**src/rtl/gpio_pkg.sv**
```systemverilog
// Shared definitions for the GPIO responder: register offsets (by word index
// addr[4:2]) and the interconnect region this peripheral lives in.
package gpio_pkg;

  typedef enum logic [2:0] {
    GPIO_OUT    = 3'd0,
    GPIO_DIR    = 3'd1,
    GPIO_IN     = 3'd2,
    GPIO_EDGE   = 3'd3,
    GPIO_IRQ_EN = 3'd4
  } gpio_reg_e;

  localparam logic [3:0] GPIO_REGION_ID = 4'd2;

endpackage

```
**src/rtl/gpio_sync.sv**
```systemverilog
// Two-flop synchronizer for a pin vector, plus a previous-value register so
// rising edges can be detected on the synchronized value.
module gpio_sync #(
  parameter int W = 8
) (
  input  logic         clk_i,
  input  logic         rst_i,
  input  logic [W-1:0] d_i,
  output logic [W-1:0] sync_o,
  output logic [W-1:0] rise_o
);

  logic [W-1:0] s1_q;
  logic [W-1:0] s2_q;
  logic [W-1:0] prev_q;

  always_ff @(posedge clk_i or posedge rst_i) begin
    if (rst_i) begin
      s1_q   <= '0;
      s2_q   <= '0;
      prev_q <= '0;
    end else begin
      s1_q   <= d_i;
      s2_q   <= s1_q;
      prev_q <= s2_q;
    end
  end

  assign sync_o = s2_q;
  // Purely register-derived, so the pulse lasts exactly one cycle.
  assign rise_o = s2_q & ~prev_q;

endmodule

```
**src/rtl/gpio_responder.sv**
```systemverilog
// Memory-mapped GPIO peripheral: output/direction registers, synchronized
// inputs, sticky rising-edge flags with write-1-to-clear and a level interrupt.
module gpio_responder
  import gpio_pkg::*;
#(
  parameter int WIDTH = 32,
  parameter int NPINS = 8
) (
  input  logic             clk_i,
  input  logic             rst_i,
  input  logic [WIDTH-1:0] addr_i,
  input  logic [WIDTH-1:0] wdata_i,
  input  logic             we_i,
  output logic [WIDTH-1:0] rdata_o,
  input  logic [NPINS-1:0] gpio_in_i,
  output logic [NPINS-1:0] gpio_out_o,
  output logic [NPINS-1:0] gpio_oe_o,
  output logic             irq_o
);

  logic [2:0]       reg_idx;
  logic [NPINS-1:0] wr_bits;
  logic [NPINS-1:0] clr_mask;
  logic [NPINS-1:0] pin_sync;
  logic [NPINS-1:0] pin_rise;
  logic [NPINS-1:0] out_q, out_d;
  logic [NPINS-1:0] dir_q, dir_d;
  logic [NPINS-1:0] edge_q, edge_d;
  logic [NPINS-1:0] irq_en_q, irq_en_d;
  logic [WIDTH-1:0] rdata_q, rdata_d;
  logic             unused_bus;

  assign reg_idx    = addr_i[4:2];
  assign wr_bits    = wdata_i[NPINS-1:0];
  assign unused_bus = ^{addr_i, wdata_i};

  gpio_sync #(.W(NPINS)) u_sync (
    .clk_i  (clk_i),
    .rst_i  (rst_i),
    .d_i    (gpio_in_i),
    .sync_o (pin_sync),
    .rise_o (pin_rise)
  );

  always_comb begin
    out_d    = out_q;
    dir_d    = dir_q;
    irq_en_d = irq_en_q;
    clr_mask = '0;
    if (we_i) begin
      case (reg_idx)
        GPIO_OUT:    out_d    = wr_bits;
        GPIO_DIR:    dir_d    = wr_bits;
        GPIO_EDGE:   clr_mask = wr_bits;
        GPIO_IRQ_EN: irq_en_d = wr_bits;
        default:     ;
      endcase
    end
    // A rise arriving in the same cycle as its clear must not be lost.
    edge_d = (edge_q & ~clr_mask) | pin_rise;
  end

  always_comb begin
    rdata_d = '0;
    case (reg_idx)
      GPIO_OUT:    rdata_d[NPINS-1:0] = out_q;
      GPIO_DIR:    rdata_d[NPINS-1:0] = dir_q;
      GPIO_IN:     rdata_d[NPINS-1:0] = pin_sync;
      GPIO_EDGE:   rdata_d[NPINS-1:0] = edge_q;
      GPIO_IRQ_EN: rdata_d[NPINS-1:0] = irq_en_q;
      default:     ;
    endcase
  end

  always_ff @(posedge clk_i or posedge rst_i) begin
    if (rst_i) begin
      out_q    <= '0;
      dir_q    <= '0;
      edge_q   <= '0;
      irq_en_q <= '0;
      rdata_q  <= '0;
    end else begin
      out_q    <= out_d;
      dir_q    <= dir_d;
      edge_q   <= edge_d;
      irq_en_q <= irq_en_d;
      rdata_q  <= rdata_d;
    end
  end

  assign rdata_o    = rdata_q;
  assign gpio_out_o = out_q;
  assign gpio_oe_o  = dir_q;
  assign irq_o      = |(edge_q & irq_en_q);

endmodule

```
**config.mk**
```make
export PLATFORM = sky130hd
export DESIGN_NAME = gpio_responder
export DESIGN_NICKNAME = d
export VERILOG_FILES = /design/src/rtl/gpio_pkg.sv /design/src/rtl/gpio_sync.sv /design/src/rtl/gpio_responder.sv
export SDC_FILE = /design/constraint.sdc
export NUM_CORES = 1
export LEC_CHECK = 0
export ABC_AREA = 1
export BUFFER_PORTS_ARGS = -buffer_cell sky130_fd_sc_hd__buf_2
export CAP_MARGIN = 10
export CELL_PAD_IN_SITES_DETAIL_PLACEMENT = 0
export CELL_PAD_IN_SITES_GLOBAL_PLACEMENT = 2
export CORE_MARGIN = 2
export CORE_UTILIZATION = 28
export CTS_BUF_LIST = sky130_fd_sc_hd__clkbuf_4
export DETAILED_ROUTE_END_ITERATION = 6
export MAX_ROUTING_LAYER = met4
export PLACE_DENSITY_LB_ADDON = 0.25
export SETUP_SLACK_MARGIN = 0.05
export SYNTH_ARGS = -nofsm -noshare
export SYNTH_HDL_FRONTEND = slang
export SYNTH_HIERARCHICAL = 1
export SYNTH_SLANG_ARGS = --single-unit
export TNS_END_PERCENT = 10
```
**constraint.sdc**
```tcl
create_clock -name clk_i -period 1.2 [get_ports clk_i]
set_input_delay 0.06 -clock clk_i [delete_from_list [all_inputs] [get_ports clk_i]]
set_output_delay 0.06 -clock clk_i [all_outputs]
set_load 0.01 [all_outputs]
```
; Word-level counts from Yosys, hierarchy flattened
; Index checks and enable logic that the tools add are counted.
; W data, S select, Z words.
[word_totals]
reg_bits = 64
in_bits = 75
out_inout_bits = 49
wordCells = 26
[op_classes]
eq_ne = 4
mux = 3
bitwise_logic = 6
n_reduce_logical = 5
[op_table]
columns = op, count
row1 = $pmux W8 S5, 1
row2 = $and A8 B8 Y8, 3
row3 = $mux W8, 2
row4 = $not A8 Y8, 2
row5 = $or A8 B8 Y8, 1
row6 = $reduce_or A8 Y1, 1
row7 = $eq A3 B2 Y1 const B, 2
row8 = $reduce_and A2 Y1, 3
row9 = $eq A3 B1 Y1 const B, 1
row10 = $eq A3 B3 Y1 const B, 1
row11 = $logic_not A3 Y1, 1

; Longest topological paths before layout
; Gate-level depths: netlist of run 1.
[logic_depth]
word_depth = 6
depth_mapped = 7
depth_no_buf = 6

; Hierarchy
; The synthesis of run 1 kept the hierarchy.
[modules_own_cells]
columns = module, n_inst, cells_each, area_each_um2
row1 = gpio_responder, 1, 286, 2238.4
row2 = gpio_sync, 1, 41, 684.4

; Worst setup path after synthesis of run 1
; Ideal clock, no wire load.
[synth_timing]
kind = input -> register
start = input port addr_i[2]
end = register irq_en_q[2]
arrival_ns = 0.718
t_required_ns = 1.074
setup_slack_ns = 0.356
stages = 6
path_buffers = 2
cell_sequence = buf_6 nor2_8 nand2_4 nor2_4 buf_6 o21ai_0
[synth_via]
elab_chain_cells = 2
[synth_lines]
columns = element, line
row1 = from (decl), gpio_responder.sv:11  ; input logic [WIDTH-1:0] addr_i,
row2 = $eq A3 B3 Y1, gpio_responder.sv:51  ; case (reg_idx)
row3 = $reduce_and A2 Y1 (no line), --
row4 = to (signal assigned), gpio_responder.sv:86  ; irq_en_q <= irq_en_d;
row5 = to (decl), gpio_responder.sv:29  ; logic [NPINS-1:0] irq_en_q, irq_en_d;
; No other way between the ends.
; A chain may end at the register's enable or synchronous reset.

; Final worst setup path of run 1
[layout_timing]
start = register edge_q[4]
end = output port irq_o
[layout_via]
elab_chain_cells = 2
[layout_lines]
columns = element, line
row1 = from (decl), gpio_responder.sv:28  ; logic [NPINS-1:0] edge_q, edge_d;
row2 = from (signal assigned), gpio_responder.sv:85  ; edge_q <= edge_d;
row3 = $and A8 B8 Y8, gpio_responder.sv:94  ; assign irq_o = |(edge_q & irq_en_q);
row4 = $reduce_or A8 Y1, gpio_responder.sv:94
row5 = to (decl), gpio_responder.sv:18  ; output logic irq_o
; No other way between the ends.

==> impl_results.md, run 1 <==
* Status: finished, violations left
* Violated checks: negative setup slack
* Maximum VDD drop at 0.0004870 V
* Worst Hold Depth at 5
* Number of global-route vias before repair at 2045
* Final critical-path required period at 1.338 ns
* Crit Reg-Reg Endpoint: rdata_o[1]
* Largest net degree at the start of global routing at 41
* Unrepaired setup endpoints after global routing: yes
* FF-to-FF Start: irq_en_q[1]
* CTS tree: done
* Leading cell types in the layout, fill and taps excluded: nand2_1, dfrtp_1, buf_2
* Critical Path AT at 1.28 ns
* Worst setup EP type: primary output
* Min-Delay Startpoint: addr_i[4]
* Final Instance Area at 3641 sq um
* PnR worst setup slack at -0.1382 ns
* PwrDens at 1358 nW/um^2
* CP Launch Type: flip-flop
* Vias post-DR at 2160
* Global route overflow at 0
* ANT nets after route at 0
* Routed vias/inst at 3.927
* Global Route met2 Usage at 0.1983
* Commonest non-fill, non-tap cell in the layout: nand2_1
* Die area at 11270 sq um
* Setup TNS at -0.1382 ns
* ANT cells at 0
* Clock transition at path regs at 0.12 ns
* Met1 GRT Util at 0.1771
* P&R area growth vs syn at 24.57%
* First-pass GRT wire length at 10950 um
* Cells on worst reg2reg path at 5
* WL final at 6676 um
* Final hold vios at 0
* Worst-Skew Late Latency at 0.41 ns
* IO Port Bufs at 46
* M3 GR Usage at 0.03311
* Count of max-cap constraint violations at 0
* Flops & latches, synth at 64
* Core area at 10230 sq um
* Htree depth at 3
* Crit path launch: edge_q[4]
* Period utilisation layout at 1.115
* Initial antenna violation count at 0
* Final setup fails at 1
* Critical path peak fanout at 3
* Die height at 106.2 um
* Clock sinks at 64
* All-Layer GR Usage at 0.1334
* WL/cell at 12.14 um
* Layout cell share with drive strength beyond 1 at 0.2585
* Initial core utilization at 0.2857
* R2r setup slk at 0.29 ns
* # DRC at 0
* Leakage at 1.890 nW
* Io pins at 124
* Pins over their slew limit at 0
* Final nets at 484
* Drt pass-1 iters at 4
* Synth unique cells at 22
* Sequential-to-total area share from yosys stat at 0.5479
* CP cell instances: nand2_1 -> nand2_2 -> nor2_2 -> nand2_1 -> buf_2
* Clock root buffer: clkbuf_4
* Worst Skew at 0.008696 ns
* Required time worst endpoint at 1.14 ns
* Ys Warns at 6
* Cell mode on critical path: nand2_1
* Avg Inst Size Synth at 8.938 sq um
* Cell Rows at 37
* Die Span X at 106.2 um
* Setup CP Type: flip-flop to primary output
* Hold path endpoint: rdata_o[5]
* Post-Syn Area at 2923 sq um
* Initial DRC count at 74
* Post-DP HPWL at 4930 um
* Post-DP Area at 3276 sq um
* Crit-path slowest cell: dfrtp_1
* Grt peak-use layer: met2
* TritonCTS Buffers at 9
* Worst Hold Class: input pin to flip-flop
* Slowest stage delay, CP at 0.42 ns
* Cells after synthesis at 327
* Maximum clock path buffer count at 2
* Fmax at 747.3 MHz
* GPL Wtd Cong at 0.7915
## per-stage QoR
step | power (W) | cells | util | setup WS (ns) | hold slack [ns]
4_1_cts | 0.005016 | 547 | 0.3529 | -0.2046 | 0.006835
3_5_place_dp | 0.003429 | 511 | 0.3202 | 0.1380 | 0.07726
3_3_place_gp | 0.003409 | 511 | 0.3202 | 0.1528 | 0.08023
2_1_floorplan | 0.003126 | 350 | - | 0.2224 | 0.07462
6_report | 0.004944 | 550 | 0.3559 | -0.1382 | 0.03543
5_1_grt | 0.005293 | 550 | 0.3559 | -0.2268 | 0.06975
## cells in the mapped netlist, drive strengths merged
| cell | count | area [sq um] |
|---|---|---|
| buf | 34 | 260.3 |
| clkbuf | 1 | 3.750 |
| conb | 1 | 3.750 |
| dfrtp | 64 | 1602 |
| inv | 40 | 152.6 |
| nand2 | 82 | 322.8 |
| nand3 | 30 | 162.7 |
| nand4 | 1 | 6.260 |
| nor2 | 36 | 201.4 |
| o21ai | 34 | 177.7 |
| o21bai | 4 | 30.03 |
## worst max-delay path, delay by kind of cell, from the launching register on
kind / cells / cell delay, ns
buffers and inverters: 1 / 0.13
flip-flops: 1 / 0.42
AND/OR/NAND/NOR: 4 / 0.32
## cell families after synthesis
logic type	after synthesis	share of synthesized area
buf+inv	75	0.1426
flops	64	0.5479
other cells	1	0.001283
simple gates	149	0.2372
compound gates	38	0.07106
## worst max-delay path by stage
stage | slack [ns] | depth (start not counted) | end
6_report | -0.14 | 5 | irq_o
5_1_grt | -0.23 | 5 | irq_o
4_1_cts | -0.20 | 5 | irq_o
3_5_place_dp | 0.14 | 5 | irq_en_q[2]
3_3_place_gp | 0.15 | 5 | irq_en_q[2]
2_1_floorplan | 0.22 | 1 | edge_q[0]
## state kept, by name, indices dropped and copies added, names as in the netlist
register / count
edge_q: 8
gpio_oe_o: 8
gpio_out_o: 8
irq_en_q: 8
rdata_o: 8
u_sync/prev_q: 8
u_sync/s1_q: 8
u_sync/sync_o: 8
## routing by layer
layer,vias up,wire length [um]
met1,968,3319
met5,-,0
met2,51,2999
met4,0,95
li1,1131,-
met3,10,262
## report_power, final
part / internal [W] / switching (W) / leakage [nW]
Combinational: 0.000380 / 0.000537 / 1.06
Clock: 0.000633 / 0.000854 / 0.0719
Sequential: 0.00240 / 0.000138 / 0.754
## final cells by class
class,count,area [sq um]
fillers,1092,6590
well taps,136,170.2
clock buffers,9,67.56
clock inverters,7,72.57
inverters,40,152.6
multi-input cells,211,1001
repair buffers,83,575.6
flip-flops and latches,64,1602
## repair_timing
action                                  CTS  global route
pin swaps                                 3             4
endpoints found under the setup margin    1             1
resized for setup                         2             3
hold buffers                             17             0
buffers inserted                          3             3
hold endpoints to repair                104             0
(Power assumes the default switching activity.)
==> run 2, diff against run 1 <==
==> constraint.sdc (replaced) <==
create_clock -name clk_i -period 1.47 [get_ports clk_i]
set_input_delay 0.0735 -clock clk_i [delete_from_list [all_inputs] [get_ports clk_i]]
set_output_delay 0.0735 -clock clk_i [all_outputs]
set_load 0.05 [all_outputs]
==> run 2 against run 1 <==
  * The flow now finishes without violations
  * Critical endpoint unchanged
  * Global-route usage grew 0.23 points
  * Critical path type unchanged
  * Sequential cell count is the same
  * Sequential power down 19%
  * Count of clock-buffer cells in the layout up 2
==> impl_results.md, run 2 (same netlist as run 1, synthesis figures left out) <==
* Area taken by multi-input logic gates at 999.7 sq um (-0.12%)
* FF-to-FF Start: edge_q[5]
* Routed vias/inst at 3.960 (+0.82%)
* Cell Rows at 37 (unchanged)
* Maximum clock path buffer count at 2 (unchanged)
* Status: finished, final reports clean
* Leakage at 1.874 nW (-0.86%)
* Clock sinks at 64 (unchanged)
* Initial DRC count at 57 (-23%)
* WL final at 6708 um (+0.48%)
* Unrepaired setup endpoints after global routing: yes
* ANT nets after route at 0 (unchanged)
* Die area at 11270 sq um (unchanged)
* IO Port Bufs at 46 (unchanged)
* PwrDens at 1234 nW/um^2 (-9.2%)
* Initial antenna violation count at 0 (unchanged)
* Final Instance Area at 3598 sq um (-1.2%)
* Leading cell types in the layout, fill and taps excluded: nand2_1, dfrtp_1, buf_2
* Final core occ at 0.3517 (-0.004158)
* Post-DP Area at 3253 sq um (-0.69%)
* Critical path peak fanout at 2 (-1)
* ANT cells at 0 (unchanged)
* Worst Hold Class: input pin to flip-flop
* Crit path buffers/inverters at 1 (unchanged)
* Period utilisation layout at 0.9339
* Worst-Skew Late Latency at 0.39 ns (-0.02 ns)
* R2r setup slk at 0.56 ns (+0.27 ns)
* Post-DP HPWL at 4935 um (+0.11%)
* Cell mode on critical path: nand2_1
* Storage element area at 1602 sq um (unchanged)
* Htree depth at 3 (unchanged)
* Fin Hold WS at 0.08620 ns (+0.05077 ns)
* Power Total at 0.004439 W (-10%)
* CTS tree: done
* Fmax at 728.4 MHz
* Crit path launch: edge_q[5]
* GPL Wtd Cong at 0.7888 (-0.34%)
* # fillers at 1078 (-1.3%)
* Final critical-path required period at 1.373 ns
* Pins over their slew limit at 0 (unchanged)
* CP cell instances: nand2_1 -> nand2_2 -> nor2_1 -> nand2_1 -> buf_6
* Core area at 10230 sq um (unchanged)
* Maximum VDD drop at 0.0004405 V (-9.6%)
* Final nets at 479 (-1.0%)
* Crit Reg-Reg Endpoint: rdata_o[5]
* Final setup fails at 0 (-1)
* Commonest non-fill, non-tap cell in the layout: nand2_1
* Crit-path slowest cell: dfrtp_1
* # DRC at 0 (unchanged)
* Initial core utilization at 0.2857 (unchanged)
* Largest net degree at the start of global routing at 32 (-22%)
* Required time worst endpoint at 1.40 ns (+0.26 ns)
* Worst setup EP type: primary output
* Io pins at 124 (unchanged)
* Crit path depth at 5 (unchanged)
* Slowest stage delay, CP at 0.40 ns (-0.02 ns)
* Crit path max-delay family: flip-flops
* WL/cell at 12.31 um (+1.4%)
* Global route overflow at 0 (unchanged)
* Worst Skew at 0.008464 ns (-0.0002313 ns)
* Vias post-DR at 2158 (-0.093%)
* Setup CP Type: flip-flop to primary output
* Number of global-route vias before repair at 2144 (+4.8%)
* Drt pass-1 iters at 4 (unchanged)
* TritonCTS Buffers at 9 (unchanged)
* Count of max-cap constraint violations at 0 (unchanged)
* All-Layer GR Usage at 0.1357 (+0.002316)
* Cells on worst reg2reg path at 5 (unchanged)
* CP Launch Type: flip-flop
* Final hold vios at 0 (unchanged)
* Die Span X at 106.2 um (unchanged)
* Die height at 106.2 um (unchanged)
* Layout cell share with drive strength beyond 1 at 0.2469 (-0.01151)
* Worst setup endpoint: irq_o
* Clock root buffer: clkbuf_4
* Critical Path AT at 1.30 ns (+0.02 ns)
* First-pass GRT wire length at 11400 um (+4.1%)
* Clock transition at path regs at 0.11 ns (about the same)
* P&R area growth vs syn at 23.12%
[run 2: worst min-delay path by stage]
stage	start	end	slack (ns)	cells past startpoint
global placement	rst_i	u_sync/s1_q[2]	0.05	2
finish	addr_i[4]	gpio_oe_o[5]	0.09	5
floorplan	rst_i	u_sync/prev_q[0]	0.09	1
CTS	addr_i[4]	gpio_oe_o[5]	0.06	5
global route	addr_i[4]	gpio_oe_o[5]	0.09	5
detailed placement	rst_i	u_sync/s1_q[2]	0.05	2
[run 2: worst reg2reg max path, cell delays in order, from the launching register on]
cell	delay (ns)
dfrtp_1	0.40
buf_4	0.14
nand4_1	0.07
nand2_1	0.05
nor2_1	0.09
nand2_1	0.06
[run 2: routing by layer]
layer / GRT usage / part of all wire / wire, um
met5: - / 0 / 0
met4: 0.06109 / 0.015 / 99
met3: 0.02514 / 0.041 / 278
met2: 0.1969 / 0.44 / 2971
met1: 0.1846 / 0.50 / 3360
[run 2: area by class of cell]
cell class	count	share of cell area
Clock buffer	11	0.02295
Clock inverter	5	0.01321
Inverter	40	0.04242
Multi-Input combinational cell	211	0.2778
Sequential cell	64	0.4451
Tap cell	136	0.04729
Timing Repair Buffer	78	0.1513
[run 2: repair_timing]
| item | CTS | global route |
|---|---|---|
| hold endpoints to repair | 65 | 0 |
| pin swaps | 3 | 2 |
| hold buffers | 17 | 0 |
| setup buffers | 3 | 1 |
| resized for setup | 5 | 4 |
| setup endpoints to repair | 1 | 1 |
[run 2: report_power, final]
group / total (W) / switching (W) / internal, W
Combinational: 0.00121 / 0.000909 / 0.000305
Clock: 0.00115 / 0.000610 / 0.000542
Sequential: 0.00207 / 0.000113 / 0.00196
Total: 0.00444 / 0.00163 / 0.00281
[run 2: per-stage QoR]
step | setup TNS (ns) | std cells | setup WS, ns
after CTS | 0 | 544 | 0.05271
after global placement | 0 | 508 | 0.3510
after global routing | -0.04261 | 545 | -0.04261
after detailed placement | 0 | 508 | 0.3554
final | 0 | 545 | 0.09716
after floorplan | 0 | 350 | 0.4789
==> run 3, diff against run 2 <==
--- a/config.mk
+++ b/config.mk
@@ -11,14 +11,12 @@
 export CELL_PAD_IN_SITES_DETAIL_PLACEMENT = 0
 export CELL_PAD_IN_SITES_GLOBAL_PLACEMENT = 2
 export CORE_MARGIN = 2
-export CORE_UTILIZATION = 28
+export CORE_UTILIZATION = 27
 export CTS_BUF_LIST = sky130_fd_sc_hd__clkbuf_4
 export DETAILED_ROUTE_END_ITERATION = 6
-export MAX_ROUTING_LAYER = met4
 export PLACE_DENSITY_LB_ADDON = 0.25
 export SETUP_SLACK_MARGIN = 0.05
 export SYNTH_ARGS = -nofsm -noshare
 export SYNTH_HDL_FRONTEND = slang
-export SYNTH_HIERARCHICAL = 1
 export SYNTH_SLANG_ARGS = --single-unit
 export TNS_END_PERCENT = 10
==> run 3 against run 2 <==
  * Setup slack lost 0.077 ns
  * Total power shrank 1.3%
  * Critical path depth is the same
  * Sequential power is essentially flat
  * Die area shrank 1.9%
  * Largest power group unchanged
  * Non-clock buffer count grew 2
  * Clock skew grew 0.0023 ns
  * First-iteration DRC count grew 30%
  * Synthesized cell count shrank 4.9%
==> impl_results.md, run 3 <==
* Maximum clock path buffer count at 2 (unchanged)
* Initial DRC count at 74 (+30%)
* Clock sinks at 64 (unchanged)
* Clock root buffer: clkbuf_4
* Worst-Skew Late Latency at 0.42 ns (+0.03 ns)
* ANT nets after route at 0 (unchanged)
* All-Layer GR Usage at 0.1374 (+0.001660)
* Htree depth at 3 (unchanged)
* Initial core utilization at 0.2799 (-0.005745)
* Final core occ at 0.3519 (about the same)
* Crit Reg-Reg Endpoint: rdata_o[6]
* Crit path buffers/inverters at 1 (unchanged)
* CP Launch Type: flip-flop
* Post-synthesis mux area share at 0 (unchanged)
* Synth top area share at 0.5800 (+0.03203)
* Cell taking the most area after synthesis: dfrtp_1
* Leading cell types in the layout, fill and taps excluded: nand2_1, dfrtp_1, buf_2
* WL/cell at 12.98 um (+5.4%)
* Setup CP Type: flip-flop to primary output
* Post-DP HPWL at 4856 um (-1.6%)
* Critical Path AT at 1.38 ns (+0.08 ns)
* Largest net degree at the start of global routing at 65 (+100%)
* FF-to-FF Start: u_sync.sync_o[6]
* Avg Inst Size Synth at 8.879 sq um (-0.66%)
* Worst Skew at 0.01079 ns (+0.002327 ns)
* Commonest non-fill, non-tap cell in the layout: nand2_1
* Number of global-route vias before repair at 2129 (-0.70%)
* Worst Hold Depth at 5 (unchanged)
* # DRC at 0 (unchanged)
* Drt pass-1 iters at 5 (+1)
* Unrepaired setup endpoints after global routing: yes
* Maximum VDD drop at 0.0003222 V (-27%)
* Crit-path slowest cell: dfrtp_1
* Leakage at 1.808 nW (-3.5%)
* PwrDens at 1262 nW/um^2 (+2.3%)
* Die height at 105.1 um (-0.98%)
* Flops & latches, synth at 64 (unchanged)
* GPL Wtd Cong at 0.7233 (-8.3%)
* Synth Area in Simple Gates at 0.2021 (-0.03507)
* Count leader, synth: nand2_1
* Final setup fails at 0 (unchanged)
* Worst setup EP type: primary output
* Storage element area at 1602 sq um (unchanged)
* CP cell instances: nand2_1 -> o21ai_2 -> nor2_2 -> nand2_1 -> buf_6
* Complex-gate fraction of the synthesized area at 0.08337 (+0.01231)
* Layout cell share with drive strength beyond 1 at 0.2317 (-0.01521)
* Period utilisation layout at 0.9865 (+0.05262)
* Routed vias/inst at 4.015 (+1.4%)
* Post-Syn Area at 2761 sq um (-5.5%)
* CTS tree: done
* Cells on worst reg2reg path at 4 (-1)
* Io pins at 124 (unchanged)
* Count of max-cap constraint violations at 0 (unchanged)
* Clock transition at path regs at 0.10 ns (about the same)
* Synth Area in Adders at 0 (unchanged)
* Largest cells by area after synthesis: dfrtp_1, nand2_1, o21ai_0
* Final critical-path required period at 1.450 ns (+0.07736 ns)
* Cell mode on critical path: nand2_1
* Vias post-DR at 2132 (-1.2%)
* IO Port Bufs at 46 (unchanged)
* Most frequent cells after synthesis: nand2_1, dfrtp_1, o21ai_0
* Cells after synthesis at 311 (-4.9%)
* Initial antenna violation count at 1 (+1)
* TritonCTS Buffers at 9 (unchanged)
* # fillers at 1047 (-2.9%)
* Area taken by multi-input logic gates at 884.6 sq um (-12%)
* Required time worst endpoint at 1.40 ns (about the same)
* Share of flip-flops with an asynchronous set or reset at 1.000 (unchanged)
* Ys Warns at 0 (-6)
* Min-Delay Startpoint: addr_i[4]
* Top FF cell, synth: dfrtp_1
* Critical path peak fanout at 2 (unchanged)
* Slowest stage delay, CP at 0.41 ns (about the same)
* Pins over their slew limit at 0 (unchanged)
* Crit path max-delay family: flip-flops
* P&R area growth vs syn at 25.69%
* Post-synth EDFFs at 0 (unchanged)
* R2r setup slk at 0.57 ns (about the same)
* Synth unique cells at 17 (-23%)
* Combinational family with the most area after synthesis: simple AND/OR/NAND/NOR gates
* Sequential-to-total area share from yosys stat at 0.5800 (+0.03203)
* Fmax at 689.6 MHz (-5.3%)
* Status: finished, final reports clean
* XOR/XNOR share of the synthesized area at 0 (unchanged)
* Die Span X at 105.1 um (-0.98%)
* Cell Rows at 36 (-2.7%)
* Hold path endpoint: gpio_out_o[3]
* Global route overflow at 0 (unchanged)
* Die area at 11050 sq um (-1.9%)
* WL final at 6890 um (+2.7%)
* Worst Hold Class: input pin to flip-flop
* Core area at 9864 sq um (-3.6%)
* First-pass GRT wire length at 11450 um (+0.43%)
* Final hold vios at 0 (unchanged)
* Final nets at 467 (-2.5%)
* Setup TNS at 0 ns (unchanged)
==> run 3: cell types whose count changed after synthesis, sizes merged, moves of 4 or more <==
cell | previous run | this run
o21bai | 4 | 0
nand2 | 82 | 73
o21ai | 34 | 46
nor2 | 36 | 30
inv | 40 | 36
==> run 3: report_power, final <==
part	switching, W	internal (W)	total [W]
combinational	0.000879	0.000271	0.00115
clock	0.000654	0.000503	0.00116
sequential	0.000112	0.00196	0.00207
==> run 3: per-layer routing <==
layer	share of wire	vias to the layer above	GRT usage	wire, um
li1	-	1088	-	-
met1	0.49	974	0.1848	3347
met2	0.46	63	0.2101	3186
met3	0.045	7	0.03119	311
met4	0.0064	0	0.06190	44
met5	0	-	0	0
==> run 3: stage by stage <==
step	total power, W	std cells	area [sq um]	hold slack (ns)	setup WS [ns]
detailed placement	0.003222	495	3141	0.1833	0.3239
floorplan	0.002960	334	2851	0.1049	0.4819
global placement	0.003212	495	3141	0.1810	0.3110
CTS	0.004453	529	3455	0.08980	-0.07179
finish	0.004380	531	3471	0.1116	0.01980
global route	0.004660	531	3471	0.1013	-0.06382
==> run 3: kinds of logic after synthesis <==
group           count (synthesis)
simple gates                  131
buf+inv                        69
compound gates                 46
other cells                     1
flops                          64
==> run 3: how the worst max path moves through the flow <==
stage | from | endpoint | cells past startpoint
after floorplan | gpio_out_o[0] | rdata_o[0] | 4
after global placement | addr_i[3] | edge_q[5] | 5
after detailed placement | edge_q[0] | irq_o | 5
after CTS | irq_en_q[0] | irq_o | 5
after global routing | edge_q[1] | irq_o | 5
final | edge_q[0] | irq_o | 5
==> run 3: area by class of cell <==
type,instances,share of cell area
clock buffers,9,0.01947
flip-flops and latches,64,0.4614
repair buffers,80,0.1575
inverters,36,0.04001
multi-input cells,201,0.2549
clock inverters,7,0.01802
diodes,1,0.0007210
well taps,133,0.04795
==> run 3: timing repair <==
item,4_1_cts,5_1_grt
setup buffers,1,1
hold endpoints to repair,100,0
setup endpoints to repair,1,1
pin swaps,4,3
gates resized for setup,5,3
hold buffers,17,0
==> run 3: worst register-to-register path, cell delays in order, from the launching register on <==
cell and delay, ns:
dfrtp_1 0.41, nand3_1 0.09, nand2_1 0.06, nor2_1 0.16
nand2_1 0.08
